[config.mk]
export PLATFORM = sky130hd
export DESIGN_NAME = pim_result_reader
export DESIGN_NICKNAME = d
export VERILOG_FILES = /design/src/rtl/pim_result_reader.sv
export SDC_FILE = /design/constraint.sdc
export NUM_CORES = 1
export LEC_CHECK = 0
export BUFFER_PORTS_ARGS = -buffer_cell sky130_fd_sc_hd__buf_2
export CAP_MARGIN = 20
export CORE_AREA = 2 2 85 87
export CTS_BUF_LIST = sky130_fd_sc_hd__clkbuf_4
export CTS_CLUSTER_SIZE = 16
export DETAILED_ROUTE_END_ITERATION = 10
export DIE_AREA = 0 0 87 89
export PLACE_DENSITY = 0.74
export REMOVE_ABC_BUFFERS = 1
export SYNTH_ARGS = -nofsm -noshare
export SYNTH_HDL_FRONTEND = slang
export SYNTH_SLANG_ARGS = --single-unit
[constraint.sdc]
create_clock -name i_clk -period 2.81 [get_ports i_clk]
set_input_delay 0.4215 -clock i_clk [delete_from_list [all_inputs] [get_ports i_clk]]
set_output_delay 0.4215 -clock i_clk [all_outputs]
set_load 0.01 [all_outputs]
[src/rtl/pim_result_reader.sv]
// Readout sequencer for the PIM result buffer: walks word indices 0..len-1 and
// streams the returned words over a valid/ready interface with completion status.
module pim_result_reader #(
  parameter int unsigned NUM_WORDS = 256,
  parameter int unsigned IDX_W     = 8,
  parameter int unsigned LEN_W     = 9
) (
  input  logic             i_clk,
  input  logic             i_rst,
  input  logic             i_start,
  input  logic             i_abort,
  input  logic [LEN_W-1:0] i_num_words,
  output logic             o_result_out_en,
  output logic [IDX_W-1:0] o_counter,
  input  logic [31:0]      i_buf_data,
  output logic             o_valid,
  output logic [31:0]      o_data,
  input  logic             i_ready,
  output logic             o_busy,
  output logic             o_done,
  output logic [LEN_W-1:0] o_words_sent
);

  typedef enum logic [1:0] {StIdle, StRun, StDone} state_e;

  state_e           state_q, state_d;
  logic [LEN_W-1:0] rd_idx_q, rd_idx_d;
  logic [LEN_W-1:0] len_q, len_d;
  logic [LEN_W-1:0] sent_q, sent_d;
  logic             valid_q, valid_d;
  logic [31:0]      data_q, data_d;
  logic             load, hs;
  logic [LEN_W-1:0] num_enc;

  // Zero means a full buffer; oversized requests are clamped to the buffer depth.
  always_comb begin
    num_enc = i_num_words;
    if (i_num_words == '0 || i_num_words > LEN_W'(NUM_WORDS)) begin
      num_enc = LEN_W'(NUM_WORDS);
    end
  end

  always_comb begin
    state_d  = state_q;
    rd_idx_d = rd_idx_q;
    len_d    = len_q;
    sent_d   = sent_q;
    valid_d  = valid_q;
    data_d   = data_q;
    load     = 1'b0;
    hs       = 1'b0;
    unique case (state_q)
      StIdle: begin
        if (i_start && !i_abort) begin
          len_d    = num_enc;
          rd_idx_d = '0;
          sent_d   = '0;
          state_d  = StRun;
        end
      end
      StRun: begin
        // The output register refills whenever it is empty or being drained.
        load = (rd_idx_q < len_q) && (!valid_q || i_ready);
        hs   = valid_q && i_ready;
        if (load) begin
          data_d   = i_buf_data;
          valid_d  = 1'b1;
          rd_idx_d = rd_idx_q + LEN_W'(1);
        end else if (hs) begin
          valid_d = 1'b0;
        end
        if (hs) begin
          sent_d = sent_q + LEN_W'(1);
        end
        if (i_abort) begin
          valid_d = 1'b0;
          state_d = StIdle;
        end else if (hs && (sent_q + LEN_W'(1)) == len_q) begin
          state_d = StDone;
        end
      end
      StDone: state_d = StIdle;
      default: state_d = StIdle;
    endcase
  end

  always_ff @(posedge i_clk) begin
    if (i_rst) begin
      state_q  <= StIdle;
      rd_idx_q <= '0;
      len_q    <= '0;
      sent_q   <= '0;
      valid_q  <= 1'b0;
      data_q   <= '0;
    end else begin
      state_q  <= state_d;
      rd_idx_q <= rd_idx_d;
      len_q    <= len_d;
      sent_q   <= sent_d;
      valid_q  <= valid_d;
      data_q   <= data_d;
    end
  end

  assign o_result_out_en = load;
  assign o_counter       = rd_idx_q[IDX_W-1:0];
  assign o_valid         = valid_q;
  assign o_data          = data_q;
  assign o_busy          = (state_q == StRun);
  assign o_done          = (state_q == StDone);
  assign o_words_sent    = sent_q;

endmodule

-- Word-level counts from Yosys, hierarchy flattened
Index checks and enable logic that the tools add are counted.
- add/sub/neg operators: 2
- magnitude comparators: 2
- equal/unequal tests: 7
- muxes and demuxes: 14
- reduce and logical (&&, ||, !) cells: 18
- operator list (operator ; count):
    9-bit 2-to-1 mux ; 4
    9-bit case mux with 2 select lines ; 2
    9-bit by 1-bit adder with 9-bit output, second input constant ; 2
    9-bit == test ; 1
    9-bit greater-than comparator, second input constant ; 1
    9-bit zero test ; 1
    9-bit less-than comparator ; 1
    2-bit AND reduction ; 4
    2-bit 2-to-1 mux ; 3
    3-bit AND reduction ; 2
    1-bit logical AND ; 4
    1-bit 2-to-1 mux ; 4
    2-bit by 1-bit inequality test with 1-bit output, second input constant ; 2
    2-bit case mux with 2 select lines ; 1
    3-bit by 2-bit inequality test with 1-bit output, second input constant ; 1
    3-bit nonzero test ; 1
    2-bit by 1-bit == test with 1-bit output, second input constant ; 1
    2-bit == test, second input constant ; 1
    1-bit zero test ; 2
    2-bit zero test ; 1
    1-bit logical OR ; 2
    2-bit inequality test, second input constant ; 1
    2-bit nonzero test ; 1
- register bits after elaboration: 62
- input bits: 46
- word-level logic and storage cells: 49

-- Depth between registers and ports, before layout
Gate-level depths: netlist (run 1).
- depth after elaboration: 6
- gate-level depth with buffers: 10
- depth with buffers taken out: 9

-- Least setup slack after synthesis (run 1)
Ideal clock, no wire load.
- path type: flip-flop to output port
- from: reg len_q[6]
- to: out o_result_out_en
- arrival time: 1.842 ns
- required time: 2.389 ns
- path slack: 0.546 ns
- cell stages (with the launch flop): 9
- cells stage by stage: dfxtp_1 inv_1 ha_1 a21o_1 a21o_1 a2111oi_4 o211ai_2 inv_2 buf_2
- longest elaborated chain between the ends: 3
- RTL lines (item ; RTL line ; source):
    from (decl) ; 28 ; logic [LEN_W-1:0] len_q, len_d;
    from (signal assigned) ; 98 ; len_q <= len_d;
    9-bit less-than comparator ; 63 ; load = (rd_idx_q < len_q) && (!valid_q || i_ready);
    1-bit logical AND ; 63 ;
    1-bit 2-to-1 mux ; 52 ; unique case (state_q)
    to (decl) ; 13 ; output logic o_result_out_en,
No other way between the ends.

-- Worst setup path in the final report (run 1)
Same ends and word-level chain as after synthesis.

==> flow_summary.json, run 1 <==
{
  "htreeDepth": 3,
  "grtUsageTotal_pct": 19.4,
  "routed_wirelength_um": 7490,
  "fin_crit_ps": 2660,
  "start_util_pct": 44.2,
  "num_rows": 30,
  "syn_avg_cell_area_um2": 7.88,
  "ys_ff_latch": 62,
  "drc_errors": 0,
  "first_iter_violations": 180,
  "nets": 522,
  "io_buffers": 98,
  "insertion_delay_ps": 400,
  "layout_common_cells": "buf_2 (98), nand2_1 (86), dfxtp_1 (60)",
  "dieArea_mm2": 0.00774,
  "hpwl_um": 5440,
  "end_kind": "output pin",
  "postRouteAntennaNets": 0,
  "drive_above_1_share_pct": 27.7,
  "cts_buffer_depth": 2,
  "status": "completed",
  "worst_slack_ps": 154,
  "crit_fanout": 5,
  "yosys_warnings": 0,
  "start_kind": "register",
  "clkTransAtPathRegs_ps": 110,
  "dp_cells": 532,
  "via_count": 2888,
  "multi_input_area_mm2": 0.00153,
  "finalHoldViolCount": 0,
  "grt_pass1_vias": 2598,
  "grt_start_max_net_pins": 36,
  "io_pins": 99,
  "peakVddDrop_v": 0.000211,
  "syn-cell-area_mm2": 0.00297,
  "final-setup-viol-count": 0,
  "crit_arrival_ps": 2230,
  "final_common_cell": "buf_2",
  "coreArea_mm2": 0.00672,
  "drt_first_pass_iters": 4,
  "relSlewSlack_pct": 62.5,
  "power.density_mw_per_mm2": 451,
  "place_congestion": 0.875,
  "drv_slew": 0,
  "max_freq_ghz": 0.376,
  "synth-edff-count": 0,
  "place_ws_ps": 261,
  "fin_skew_ps": 13.4,
  "antenna_found_initial": 1,
  "yosysSeqAreaShare_pct": 41.8,
  "worstPathRequired_ps": 2390,
  "seq_area_mm2": 0.00124,
  "fill_cells": 660,
  "synthCells": 377,
  "ys.flop_type": "dfxtp_1",
  "cts.sinks": 62,
  "fin_cells": 551,
  "hold_class": "in -> reg",
  "cts.root.buffer_cell": "clkbuf_4",
  "synth_cell_types": 45,
  "fp.dieW_um": 87,
  "leakagePower_nw": 1.57,
  "drv_cap": 0,
  "routed_via_density": 5.24,
  "worst_slew_pin_slew_ps": 560,
  "wl_per_cell_um": 13.6,
  "numCtsBuffers": 9,
  "syn_to_final_growth_pct": 20.7,
  "grt.overflow.total": 0,
  "cts_tree": "yes",
  "rsz0062_at_grt": "no",
  "post-route-period-util_pct": 94.5,
  "holdBufCountCts": 0,
  "async_flop_share_pct": 0,
  "die_h_um": 89,
  "worstSetupPathType": "reg -> out",
  "grt_first_pass_wirelength_um": 11900
}
-- power breakdown --
part | internal, mW | switching [mW] | leakage (nW)
clock | 0.188 | 0.339 | 0.0622
combinational | 0.0735 | 0.103 | 1.01
sequential | 0.899 | 0.0133 | 0.502
-- cell families after synthesis --
family | after synthesis | synth area share [%]
AO/OA/AOI/OAI | 83 | 17.2
XOR/XNOR | 13 | 3.83
adder cells (fa/ha/maj) | 11 | 4.63
buffers and inverters | 43 | 6.95
flip-flops | 62 | 41.8
AND/OR/NAND/NOR | 165 | 25.6
-- state kept, by name, indices dropped and copies added, names as in the netlist --
register	flops
o_valid	1
rd_idx_q	9
o_words_sent	9
len_q	9
o_data	32
state_q	2
-- layout make-up --
cell class | instances | area share, %
repair buffers | 104 | 14.9
well taps | 80 | 2.79
clock buffers | 10 | 2.09
flip-flops and latches | 62 | 34.7
diodes | 1 | 0.0698
inverters | 16 | 1.68
clock inverters | 6 | 1.08
multi-input cells | 272 | 42.7
-- cells in the mapped netlist (2+ instances only) --
cell | n | area [um^2]
nand4_1 | 3 | 18.8
a31oi_1 | 2 | 12.5
ha_1 | 11 | 138
nor3_1 | 7 | 35.0
nand2_1 | 86 | 323
nand2b_1 | 4 | 25.0
buf_2 | 9 | 45.0
nand3_1 | 9 | 45.0
nor2_1 | 25 | 93.8
o21ai_0 | 9 | 45.0
xor2_1 | 5 | 43.8
or4_1 | 2 | 15.0
or2_2 | 2 | 12.5
clkbuf_1 | 9 | 33.8
xnor2_1 | 8 | 70.1
a21o_1 | 3 | 22.5
inv_1 | 15 | 56.3
nor4_1 | 4 | 25.0
a211oi_1 | 2 | 15.0
and3_1 | 5 | 31.3
a311oi_1 | 2 | 17.5
a22oi_1 | 3 | 22.5
a221o_1 | 2 | 20.0
o32ai_1 | 2 | 17.5
nand3b_1 | 9 | 67.6
buf_4 | 9 | 67.6
a21oi_1 | 50 | 250
dfxtp_1 | 62 | 1240
nor2b_1 | 2 | 12.5
-- routing by layer --
layer  GRT usage [%]  up-vias  routed length (um)
li1                -     1463                   -
met1            24.9     1318                3270
met2            31.2       86                3640
met3            2.95       21                 336
met4            11.4        0                 236
met5               0        -                   0
-- final timing paths --
kind	startpoint	endpoint	depth (start not counted)	slack (ps)
setup / recovery	len_q[6]$_SDFFE_PP0P_	o_result_out_en	8	150
hold / removal	i_buf_data[1]	o_data[1]$_SDFFE_PP0P_	3	240
setup reg to reg	len_q[6]$_SDFFE_PP0P_	rd_idx_q[2]$_SDFFE_PP0P_	10	220
hold reg to reg	o_data[10]$_SDFFE_PP0P_	o_data[10]$_SDFFE_PP0P_	2	460
-- what timing repair did --
action,4_1_cts,5_1_grt
resized for setup,1,1
buffers inserted,2,0
gates cloned,0,0
hold endpoints to repair,0,0
pin swaps,1,0
endpoints found under the setup margin,1,1
-- worst max-delay path: stages (launching register included) --
cell       delay (ps)
dfxtp_2           380
inv_1              50
ha_1              290
a21o_1            180
a21o_1            190
a2111oi_4         350
o211ai_2          170
inv_2              90
buf_2             130
-- through the flow --
stage          hold slack (ps)  power [mW]  area, um^2  setup TNS [ps]  util [%]
2_1_floorplan              439        1.02        2820           -1860         -
3_3_place_gp               440        1.10        3450               0      51.4
3_5_place_dp               446        1.11        3450               0      51.4
4_1_cts                    214        1.63        3580               0      53.3
5_1_grt                    226        1.69        3580               0      53.4
6_report                   239        1.62        3580               0      53.4
Note: power is estimated with default switching activity, not from simulation.
==> inputs of run 2 (changes only) <==
--- a/config.mk
+++ b/config.mk
@@ -12,8 +12,9 @@
 export CTS_CLUSTER_SIZE = 16
 export DETAILED_ROUTE_END_ITERATION = 10
 export DIE_AREA = 0 0 87 89
-export PLACE_DENSITY = 0.74
+export PLACE_DENSITY = 0.81
 export REMOVE_ABC_BUFFERS = 1
+export SLEW_MARGIN = 20
 export SYNTH_ARGS = -nofsm -noshare
 export SYNTH_HDL_FRONTEND = slang
 export SYNTH_SLANG_ARGS = --single-unit
==> run 2 against run 1 <==
  * Highest routed layer unchanged
  * First-iteration DRC count increased by 46%
  * Die area unchanged
  * Register-to-register slack improved by 50 ps
  * Global-route usage increased by 0.65 points
  * Critical endpoint unchanged
  * Critical path depth unchanged
  * Setup slack got worse by 34 ps
  * Critical path type unchanged
  * Largest cell class unchanged
  * Via count increased by 2.1%
  * Wire length increased by 4.2%
==> flow_summary.json, run 2 (synthesized netlist as in run 1, its figures left out) <==
{
  "layout_common_cells": "buf_2 (98), nand2_1 (86), dfxtp_1 (61)",
  "worst_slack_ps": 120,
  "place_congestion": 0.847,
  "finalPower_mw": 1.90,
  "grt_first_pass_wirelength_um": 12300,
  "worst_slew_pin_slew_ps": 536,
  "htreeDepth": 3,
  "final-setup-viol-count": 0,
  "crit_arrival_ps": 2270,
  "hpwl_um": 5610,
  "status": "completed",
  "drt_first_pass_iters": 5,
  "r2r_cells": 11,
  "wl_per_cell_um": 14.2,
  "nets": 522,
  "via_count": 2948,
  "dieArea_mm2": 0.00774,
  "largest_reg_flops": 32,
  "drive_above_1_share_pct": 27.4,
  "routed_wirelength_um": 7800,
  "worstPathRequired_ps": 2390,
  "path_delay_family": "compound AO/OA/AOI/OAI gates",
  "drv_slew": 0,
  "drv_cap": 0,
  "postRouteAntennaNets": 0,
  "first_iter_violations": 262,
  "fp.dieW_um": 87,
  "cpPeakStageDelay_ps": 390,
  "drc_errors": 0,
  "rsz0062_at_grt": "no",
  "cts.root.buffer_cell": "clkbuf_4",
  "clkTransAtPathRegs_ps": 120,
  "fin_skew_ps": 18.0,
  "antenna_found_initial": 0,
  "grt.overflow.total": 0,
  "diodes": 0,
  "grtUsageTotal_pct": 20.1,
  "io_buffers": 98,
  "end_kind": "output pin",
  "num_rows": 30,
  "insertion_delay_ps": 410,
  "start_util_pct": 44.2,
  "numCtsBuffers": 9,
  "coreArea_mm2": 0.00672,
  "final_common_cell": "buf_2",
  "io_pins": 99,
  "routed_via_density": 5.36,
  "ff2ff_setup_slack_ps": 270,
  "fin_crit_ps": 2690,
  "max_freq_ghz": 0.372,
  "syn_to_final_growth_pct": 23.4,
  "relSlewSlack_pct": 64.1,
  "die_h_um": 89,
  "worstHoldPathCells": 3,
  "post-route-period-util_pct": 95.7,
  "cts_tree": "yes",
  "place_ws_ps": 226,
  "power.density_mw_per_mm2": 519,
  "crit_top_cell": "a21o_1",
  "slowest_stage": "a2111oi_4",
  "hp-start": "i_buf_data[18]",
  "reg2reg_to": "o_data[23]$_SDFFE_PP0P_",
  "cp_num_buf_inv": 3,
  "grt_pass1_vias": 2586,
  "worstSetupPathType": "reg -> out",
  "leakagePower_nw": 1.61,
  "r2r_start": "len_q[6]$_SDFFE_PP0P_",
  "cts.sinks": 62,
  "cts_buffer_depth": 2,
  "crit_fanout": 7,
  "grt_start_max_net_pins": 48,
  "start_kind": "register",
  "finalHoldViolCount": 0,
  "holdBufCountCts": 0,
  "path_cells": "inv_1 -> ha_1 -> a21o_1 -> a21o_1 -> a2111oi_4 -> o211ai_4 -> inv_4 -> buf_2",
  "hold_end": "o_data[18]$_SDFFE_PP0P_",
  "peakVddDrop_v": 0.000251,
  "hold_class": "in -> reg"
}
## run 2: worst max-delay path by stage
stage / start / end / slack [ps] / cells past startpoint
after floorplan: rd_idx_q[6]$_SDFFE_PP0P_ / rd_idx_q[3]$_SDFFE_PP0P_ / -360 / 8
after global placement: len_q[6]$_SDFFE_PP0P_ / o_data[23]$_SDFFE_PP0P_ / 320 / 10
after detailed placement: len_q[6]$_SDFFE_PP0P_ / o_data[23]$_SDFFE_PP0P_ / 230 / 10
after CTS: len_q[6]$_SDFFE_PP0P_ / o_result_out_en / 50 / 8
after global routing: len_q[6]$_SDFFE_PP0P_ / o_result_out_en / 6 / 8
final: len_q[6]$_SDFFE_PP0P_ / o_result_out_en / 120 / 8
## run 2: timing repair
action / CTS / global route
endpoints found under the setup margin: 1 / 1
buffers inserted: 1 / 0
resized for setup: 2 / 1
## run 2: cell type report
class / count / area (um^2)
Fill cell: 624 / 3050
Multi-Input combinational cell: 272 / 1540
Timing Repair Buffer: 104 / 536
Tap cell: 80 / 100
Inverter: 16 / 62.6
Clock buffer: 9 / 67.6
Clock inverter: 7 / 120
Sequential cell: 62 / 1240
## run 2: power breakdown
part / leakage (nW) / internal (mW) / switching, mW / total [mW]
logic: 1.01 / 0.0733 / 0.107 / 0.180
registers: 0.502 / 0.899 / 0.0128 / 0.912
clock network: 0.0965 / 0.453 / 0.357 / 0.810
## run 2: per-layer routing
layer	track usage [%]	wire length, um	vias up
met5	0	0	-
met4	9.66	209	0
met3	3.42	468	23
met2	32.8	3890	118
met1	26.0	3240	1348
li1	-	-	1459
## run 2: worst min-delay path, delay by kind of cell
kind | cells | cell delay (ps)
buffers and inverters | 1 | 90
AO/OA/AOI/OAI | 1 | 50
AND/OR/NAND/NOR | 1 | 40
## run 2: through the flow
| stage | setup TNS (ps) | cells | util [%] | cell area [um^2] | hold slack [ps] |
|---|---|---|---|---|---|
| global placement | 0 | 533 | 51.5 | 3460 | 439 |
| global route | 0 | 550 | 54.6 | 3670 | 206 |
| CTS | 0 | 550 | 54.5 | 3660 | 208 |
| floorplan | -1860 | 350 | - | 2820 | 439 |
| detailed placement | 0 | 533 | 51.5 | 3460 | 443 |
| finish | 0 | 550 | 54.6 | 3670 | 235 |
